[src/rtl/dffen_bank_pkg.sv]
// dffen_bank_pkg: shared types and helpers for the dffen_bank register bank
// Contents: snap_state_e snapshot FSM states, cnt_sat_inc saturating increment.
// Optional feature macro used by the bank: DFFEN_BANK_PARITY_EN.
package dffen_bank_pkg;
  typedef enum logic {IDLE, HOLD} snap_state_e;
  function automatic logic [31:0] cnt_sat_inc(input logic [31:0] cnt, input logic [31:0] max);
    return (cnt >= max) ? cnt : cnt + 32'd1;
  endfunction
endpackage

[src/rtl/dffen_chan.sv]
// dffen_chan: one WIDTH-bit enabled register with a saturating change counter
// Ports: clk, rst_n (async active-low), i_en load enable, i_din data in,
//        i_clr counter clear, i_snap_clr snapshot-time counter restart,
//        o_dout registered data, o_cnt change counter,
//        o_dpar registered even parity of o_dout (only with DFFEN_BANK_PARITY_EN).
module dffen_chan
  import dffen_bank_pkg::*;
#(
  parameter int WIDTH = 8,
  parameter int CNT_W = 4
) (
  input  logic             clk,
  input  logic             rst_n,
  input  logic             i_en,
  input  logic [WIDTH-1:0] i_din,
  input  logic             i_clr,
  input  logic             i_snap_clr,
`ifdef DFFEN_BANK_PARITY_EN
  output logic             o_dpar,
`endif
  output logic [WIDTH-1:0] o_dout,
  output logic [CNT_W-1:0] o_cnt
);
  localparam logic [31:0] MAX = 32'({CNT_W{1'b1}});
  logic [WIDTH-1:0] r_dout;
  logic [CNT_W-1:0] r_cnt;
  logic             w_chg;
  logic [CNT_W-1:0] w_inc;
  assign w_chg = i_en && (i_din != r_dout);
  assign w_inc = CNT_W'(cnt_sat_inc(32'(r_cnt), MAX));
  // A snapshot restart keeps the change happening in the capture cycle itself.
  always_ff @(posedge clk or negedge rst_n)
    if (!rst_n) begin
      r_dout <= '0;
      r_cnt  <= '0;
    end else begin
      if (i_en) r_dout <= i_din;
      r_cnt <= i_clr ? '0 : i_snap_clr ? CNT_W'(w_chg) : w_chg ? w_inc : r_cnt;
    end
`ifdef DFFEN_BANK_PARITY_EN
  logic r_par;
  always_ff @(posedge clk or negedge rst_n)
    if (!rst_n) r_par <= 1'b0;
    else if (i_en) r_par <= ^i_din;
  assign o_dpar = r_par;
`endif
  assign o_dout = r_dout;
  assign o_cnt  = r_cnt;
endmodule

[src/rtl/dffen_bank.sv]
// dffen_bank: CHANNELS enabled registers with change counters and a coherent snapshot
// Ports: clk, rst_n (async active-low), en/din per-channel load, dout registered data,
//        clr_cnt counter clear, upd_cnt change counters, snap_req/snap_valid/snap_ready
//        snapshot handshake, snap_data/snap_cnt captured images.
// Optional (DFFEN_BANK_PARITY_EN): dpar per-channel parity, snap_par captured parity.
module dffen_bank
  import dffen_bank_pkg::*;
#(
  parameter int WIDTH    = 8,
  parameter int CHANNELS = 4,
  parameter int CNT_W    = 4,
  parameter bit SNAP_CLR = 1'b1
) (
  input  logic                      clk,
  input  logic                      rst_n,
  input  logic [CHANNELS-1:0]       en,
  input  logic [CHANNELS*WIDTH-1:0] din,
  output logic [CHANNELS*WIDTH-1:0] dout,
  input  logic                      clr_cnt,
  output logic [CHANNELS*CNT_W-1:0] upd_cnt,
  input  logic                      snap_req,
  output logic                      snap_valid,
  input  logic                      snap_ready,
`ifdef DFFEN_BANK_PARITY_EN
  output logic [CHANNELS-1:0]       dpar,
  output logic [CHANNELS-1:0]       snap_par,
`endif
  output logic [CHANNELS*WIDTH-1:0] snap_data,
  output logic [CHANNELS*CNT_W-1:0] snap_cnt
);
  snap_state_e               r_state, w_next;
  logic                      w_cap, w_acc;
  logic [CHANNELS*WIDTH-1:0] r_snap_data;
  logic [CHANNELS*CNT_W-1:0] r_snap_cnt;
  assign w_cap = (r_state == IDLE) && snap_req;
  assign w_acc = (r_state == HOLD) && snap_ready;
  always_comb begin
    w_next = r_state;
    w_next = w_cap ? HOLD : w_acc ? IDLE : r_state;
  end
  always_ff @(posedge clk or negedge rst_n)
    if (!rst_n) r_state <= IDLE;
    else r_state <= w_next;
  // Images are taken from pre-edge values so they match what readout saw this cycle.
  always_ff @(posedge clk or negedge rst_n)
    if (!rst_n) begin
      r_snap_data <= '0;
      r_snap_cnt  <= '0;
    end else if (w_cap) begin
      r_snap_data <= dout;
      r_snap_cnt  <= upd_cnt;
    end
  for (genvar g = 0; g < CHANNELS; g++) begin : g_chan
    dffen_chan #(.WIDTH(WIDTH), .CNT_W(CNT_W)) u_chan (
      .clk       (clk),
      .rst_n     (rst_n),
      .i_en      (en[g]),
      .i_din     (din[g*WIDTH +: WIDTH]),
      .i_clr     (clr_cnt),
      .i_snap_clr(SNAP_CLR && w_cap),
`ifdef DFFEN_BANK_PARITY_EN
      .o_dpar    (dpar[g]),
`endif
      .o_dout    (dout[g*WIDTH +: WIDTH]),
      .o_cnt     (upd_cnt[g*CNT_W +: CNT_W])
    );
  end
`ifdef DFFEN_BANK_PARITY_EN
  logic [CHANNELS-1:0] r_snap_par;
  always_ff @(posedge clk or negedge rst_n)
    if (!rst_n) r_snap_par <= '0;
    else if (w_cap) r_snap_par <= dpar;
  assign snap_par = r_snap_par;
`endif
  assign snap_valid = (r_state == HOLD);
  assign snap_data  = r_snap_data;
  assign snap_cnt   = r_snap_cnt;
endmodule

[config.mk]
export PLATFORM = sky130hd
export DESIGN_NAME = dffen_bank
export DESIGN_NICKNAME = d
export VERILOG_FILES = /design/src/rtl/dffen_bank_pkg.sv /design/src/rtl/dffen_chan.sv /design/src/rtl/dffen_bank.sv
export SDC_FILE = /design/constraint.sdc
export NUM_CORES = 1
export LEC_CHECK = 0
export CAP_MARGIN = 20
export CORE_AREA = 3 3 139 87
export CTS_CLUSTER_SIZE = 40
export DETAILED_ROUTE_END_ITERATION = 8
export DIE_AREA = 0 0 142 90
export PLACE_DENSITY = 0.8
export SYNTH_ARGS = -nofsm -noshare
export SYNTH_HDL_FRONTEND = slang
export SYNTH_HIERARCHICAL = 1
export SYNTH_SLANG_ARGS = --single-unit
[constraint.sdc]
create_clock -name clk -period 2.1 [get_ports clk]
set_input_delay 0.42 -clock clk [delete_from_list [all_inputs] [get_ports clk]]
set_output_delay 0.42 -clock clk [all_outputs]
set_load 0.1 [all_outputs]
; Yosys cells after proc, flatten, opt, wreduce, memory -nomap -nowiden
; Index checks and enable logic that the tools add are counted.
[classes]
n_addsub = 4
order_cmp = 4
eq_ne = 8
mux = 18
n_bitwise = 1
n_reduce_logical = 15
[op_table]
columns = operator, count
row1 = $mux W4, 16
row2 = $ne A8 B8 Y1, 4
row3 = $add A4 B1 Y4 const B, 4
row4 = $ge A4 B4 Y1 const B, 4
row5 = $ne A3 B3 Y1 const B, 4
row6 = $reduce_bool A3 Y1, 4
row7 = $reduce_and A2 Y1, 4
row8 = $logic_and A1 B1 Y1, 6
row9 = $mux W1, 2
row10 = $reduce_bool A2 Y1, 1
row11 = $not A1 Y1, 1
[word_totals]
reg_bits = 97
inputBits = 41

; Depth between registers and ports, before layout
[depth]
word_depth = 5
depth_mapped = 6
mapped_depth_nobuf = 6

; Hierarchy
; The synthesis kept the hierarchy.
[by_module_without_submodules]
columns = module, instances, cells_each, area_per_inst_um2, seq_area_each_um2
row1 = dffen_chan, 4, 51, 621.8, 300.3
row2 = dffen_bank, 1, 105, 1871.8, 1226.2

; Worst setup path before layout
; OpenSTA, ideal clock, no wires.
[synth_path]
kind = register to register
startpoint = register g_chan[2].u_chan.r_dout[6]
endpoint = register g_chan[2].u_chan.r_cnt[0]
arrival_time_ns = 2.142
required_time_ns = 2.018
setup_slack_ns = -0.124
path_stages_with_launch = 6
n_path_buf = 0
period_less_slack_ns = 2.224
cell_sequence = dfrtp_1 > xor2_1 > nor4_2 > a21boi_1 > or3b_1 > a31oi_1
[synth_via]
elab_chain_len = 4
elab_cells_between_ends = 6
[synth_rtl]
columns = item, line
row1 = "start, declared", dffen_chan.sv:25  ; logic [WIDTH-1:0] r_dout;
row2 = "start signal, assigned", dffen_chan.sv:37  ; if (i_en) r_dout <= i_din;
row3 = $ne A8 B8 Y1 *, dffen_chan.sv:29  ; assign w_chg = i_en && (i_din != r_dout);
row4 = $logic_and A1 B1 Y1 *, dffen_chan.sv:29
row5 = $reduce_bool A3 Y1 (no line) or $mux W4 (tied branches), --
row6 = $reduce_and A2 Y1 (no line) or $mux W4 (tied branches), --
row7 = "end signal, assigned", dffen_chan.sv:38  ; r_cnt <= i_clr ? '0 : i_snap_clr ? CNT_W'(w_chg) : w_chg ? w_inc : r_cnt;
row8 = "end, declared", dffen_chan.sv:26  ; logic [CNT_W-1:0] r_cnt;
; Every way passes the cells marked *; elsewhere a longest branch is shown, timed or not.
; A chain may end at the register's enable or synchronous reset.

; Final worst setup path
[layout_path]
startpoint = input port din[28]
endpoint = register g_chan[3].u_chan.r_cnt[0]
[layout_via]
elab_chain_len = 4
elab_cells_between_ends = 6
[layout_rtl]
columns = item, line
row1 = "start, declared", dffen_bank.sv:17  ; input logic [CHANNELS*WIDTH-1:0] din,
row2 = $ne A8 B8 Y1 *, dffen_chan.sv:29
row3 = $logic_and A1 B1 Y1 *, dffen_chan.sv:29
row4 = $reduce_bool A3 Y1 (no line) or $mux W4 (tied branches), --
row5 = $reduce_and A2 Y1 (no line) or $mux W4 (tied branches), --
row6 = "end signal, assigned", dffen_chan.sv:38
row7 = "end, declared", dffen_chan.sv:26
; Marked as above.

==> impl_results.md <==
* Mapped Cells at 309
* Port bufs at 137
* Clock slew at reported path FFs at 60 ps
* First-pass GRT wire length at 16570 µm
* Detailed placement HPWL at 7420 µm
* Row cnt at 29
* Setup bufs post-CTS at 0
* IO Pins at 138
* Slew HR at 0.6753
* Unrepaired setup endpoints after global routing: false
* Worst r2r src: g_chan[3].u_chan/o_dout[4]
* Final Cycle Share at 0.8974
* WP data required at 2360 ps
* Fillers at 891
* Final WS setup at 215.5 ps
* Syn Nets at 354
* Setup crit start: din[28]
* Leakage at 2.764 nW
* CP Cell Sequence: clkdlybuf4s50_1, xor2_1, nor4_2, a21boi_1, or3b_1, a31oi_1
* Vias per inst at 4.961
* Largest net degree at the start of global routing at 47
* Worst-Margin Slew at 487.1 ps
* Via count at 3041
* Share of layout cells above drive strength 1 at 0.5211
* Vias in the first global route at 3290
* Clk_lat worst skew at 340 ps
* Kind of start point of the critical path: input port
* Routability cong. at 0.7789
* Die X at 142 µm
* Count of cell types in the netlist at 25
* Max Freq at 530.6 MHz
* Post-synth EDFFs at 0
* Main flop type after synthesis: dfrtp_1
* Synth top area share at 0.5568
* Post-Route WL at 9987 µm
* Num CTS Buffers at 9
* Die Area at 12780 µm²
* Commonest cells after routing, fill and taps aside: 116 x buf_4, 73 x dfrtp_1, 71 x mux2_2
* Max_cap viols at 0
* Reg-to-Reg End: g_chan[3].u_chan/o_cnt[0]
* Register area at 2457 µm²
* H-tree Lvls at 3
* Clock Skews at 7.865 ps
* Synth Warn # at 6
* Setup WS pre-CTS at -76.96 ps
* Slowest CP cell: clkdlybuf4s50_1
* Setup crit end: g_chan[3].u_chan/o_cnt[0]
* Hold buffer count at cts at 0
* Status: finished, final reports clean
* Critical path peak fanout at 3
* Seq cells post-synth at 97
* Area of the multi-input gates at 1853 µm²
* Max Root-Sink Buffers at 2
* Final Max Tran Viols at 0
* Worst IR drop on VDD at 1148 µV
* Endpoint type of the worst setup path: flop
* Die height at 90 µm
* # placed instances at 597
* Final non-filler cell total at 613
* Core box area at 10700 µm²
* Clock Sinks at 97
* Commonest non-fill, non-tap cell in the layout: buf_4
* Critical path arrival at 2140 ps
* Nets at 514
* N_diodes at 0
* Minimum clock period at 1885 ps
* Area delta synth->final at 40.01%
* Initial Util at 0.4072
* Remaining DRCs at 0
* Antenna Nets Post-Route at 0
* Tot Pwr at 7.363 mW
* Pre-antenna DRT Iters at 4
* Initial antenna violation count at 0
* GRT Overall Usage at 0.1604
* WL/cell at 16.29 µm
* Cell area after synthesis at 4359 µm²
* Post-synth ARST share at 1.000
* Worst hold path type: input port to async pin
* CTS tree: yes
* Worst path max stage delay at 440 ps
* Initial DRC Count at 103
* Final-report hold violation count at 0
* GRT overflow at 0
* Crit path kind: input port to flop
* Endpoints failing setup at 0
* Clock root buffer: clkbuf_16
* Yosys top cell by area: dfrtp_1
* R2r setup slk at 300 ps
* Top post-synthesis cells by area: dfrtp_1 56%, mux2_2 18%, xor2_1 6.4%
* Post-synthesis sequential area ratio at 0.5568
* Post_cts resized at 0
* Mean Syn Cell Area at 14.11 µm²
* Power Dens Cells at 1206 nW/µm²
* Worst reg2reg path depth at 5
==> synthesized netlist by cell type, drive strengths merged, types with 5 or more instances <==
master	count
dfrtp	97
nor3	12
mux2	80
a211oi	8
nor2	5
xor2	32
a21oi	5
buf	5
nor4	8
nand3	8
xnor2	8
==> metrics by stage <==
step	TNS, ps	hold slack (ps)	cell area (µm²)	utilization
6_report	0	41.32	6103	0.5702
5_1_grt	0	67.25	6103	0.5702
4_1_cts	0	52.11	6103	0.5702
3_5_place_dp	-108.9	424.4	5821	0.5438
3_3_place_gp	-16.25	414.7	5821	0.5438
2_1_floorplan	0	124.4	4389	-
==> per-layer routing <==
layer	track usage	up-vias	part of all wire
li1	-	1435	-
met1	0.2166	1494	0.47
met2	0.2437	104	0.44
met3	0.06469	8	0.082
met4	0.03435	0	0.0054
met5	0	-	0
==> worst min path at each step <==
stage / startpoint / end / cells after the start / slack (ps)
global route: rst_n / snap_cnt[8] / 1 / 70
global placement: rst_n / snap_data[21] / 1 / 410
floorplan: rst_n / g_chan[0].u_chan/o_cnt[0] / 0 / 120
finish: rst_n / snap_data[21] / 1 / 40
detailed placement: rst_n / snap_data[21] / 1 / 420
CTS: rst_n / snap_data[21] / 1 / 50
==> area by class of cell <==
| cell class | instances | area share |
|---|---|---|
| flip-flops and latches | 97 | 0.4026 |
| multi-input cells | 199 | 0.3036 |
| repair buffers | 158 | 0.2165 |
| clock buffers | 11 | 0.03977 |
| well taps | 139 | 0.02850 |
| clock inverters | 5 | 0.006560 |
| inverters | 4 | 0.002460 |
==> sequential cells by signal, summed over array words and instances (netlist names) <==
register / count
g_chan.u_chan/o_dout: 32
snap_data: 32
g_chan.u_chan/o_cnt: 16
snap_cnt: 16
snap_valid: 1
==> cell families (layout without fill, tap and decap cells) <==
logic type,count (synthesis),in the layout,synth area share
compound gates,25,25,0.03674
flops,97,97,0.5568
mux,84,84,0.2236
buf+inv,13,178,0.01808
fa+ha+maj,4,4,0.01148
xor+xnor,40,40,0.08037
simple gates,46,46,0.07290
==> power breakdown <==
part / internal (mW) / switching, mW
clock network: 0.844 / 0.698
logic: 0.815 / 2.61
registers: 2.17 / 0.228
==> worst max-delay path, delay by kind of cell <==
kind	cells	cell delay (ps)
simple gates	2	780
buf+inv	1	440
xor+xnor	1	170
compound gates	2	340
No activity file was read; power rests on OpenSTA's default activity.
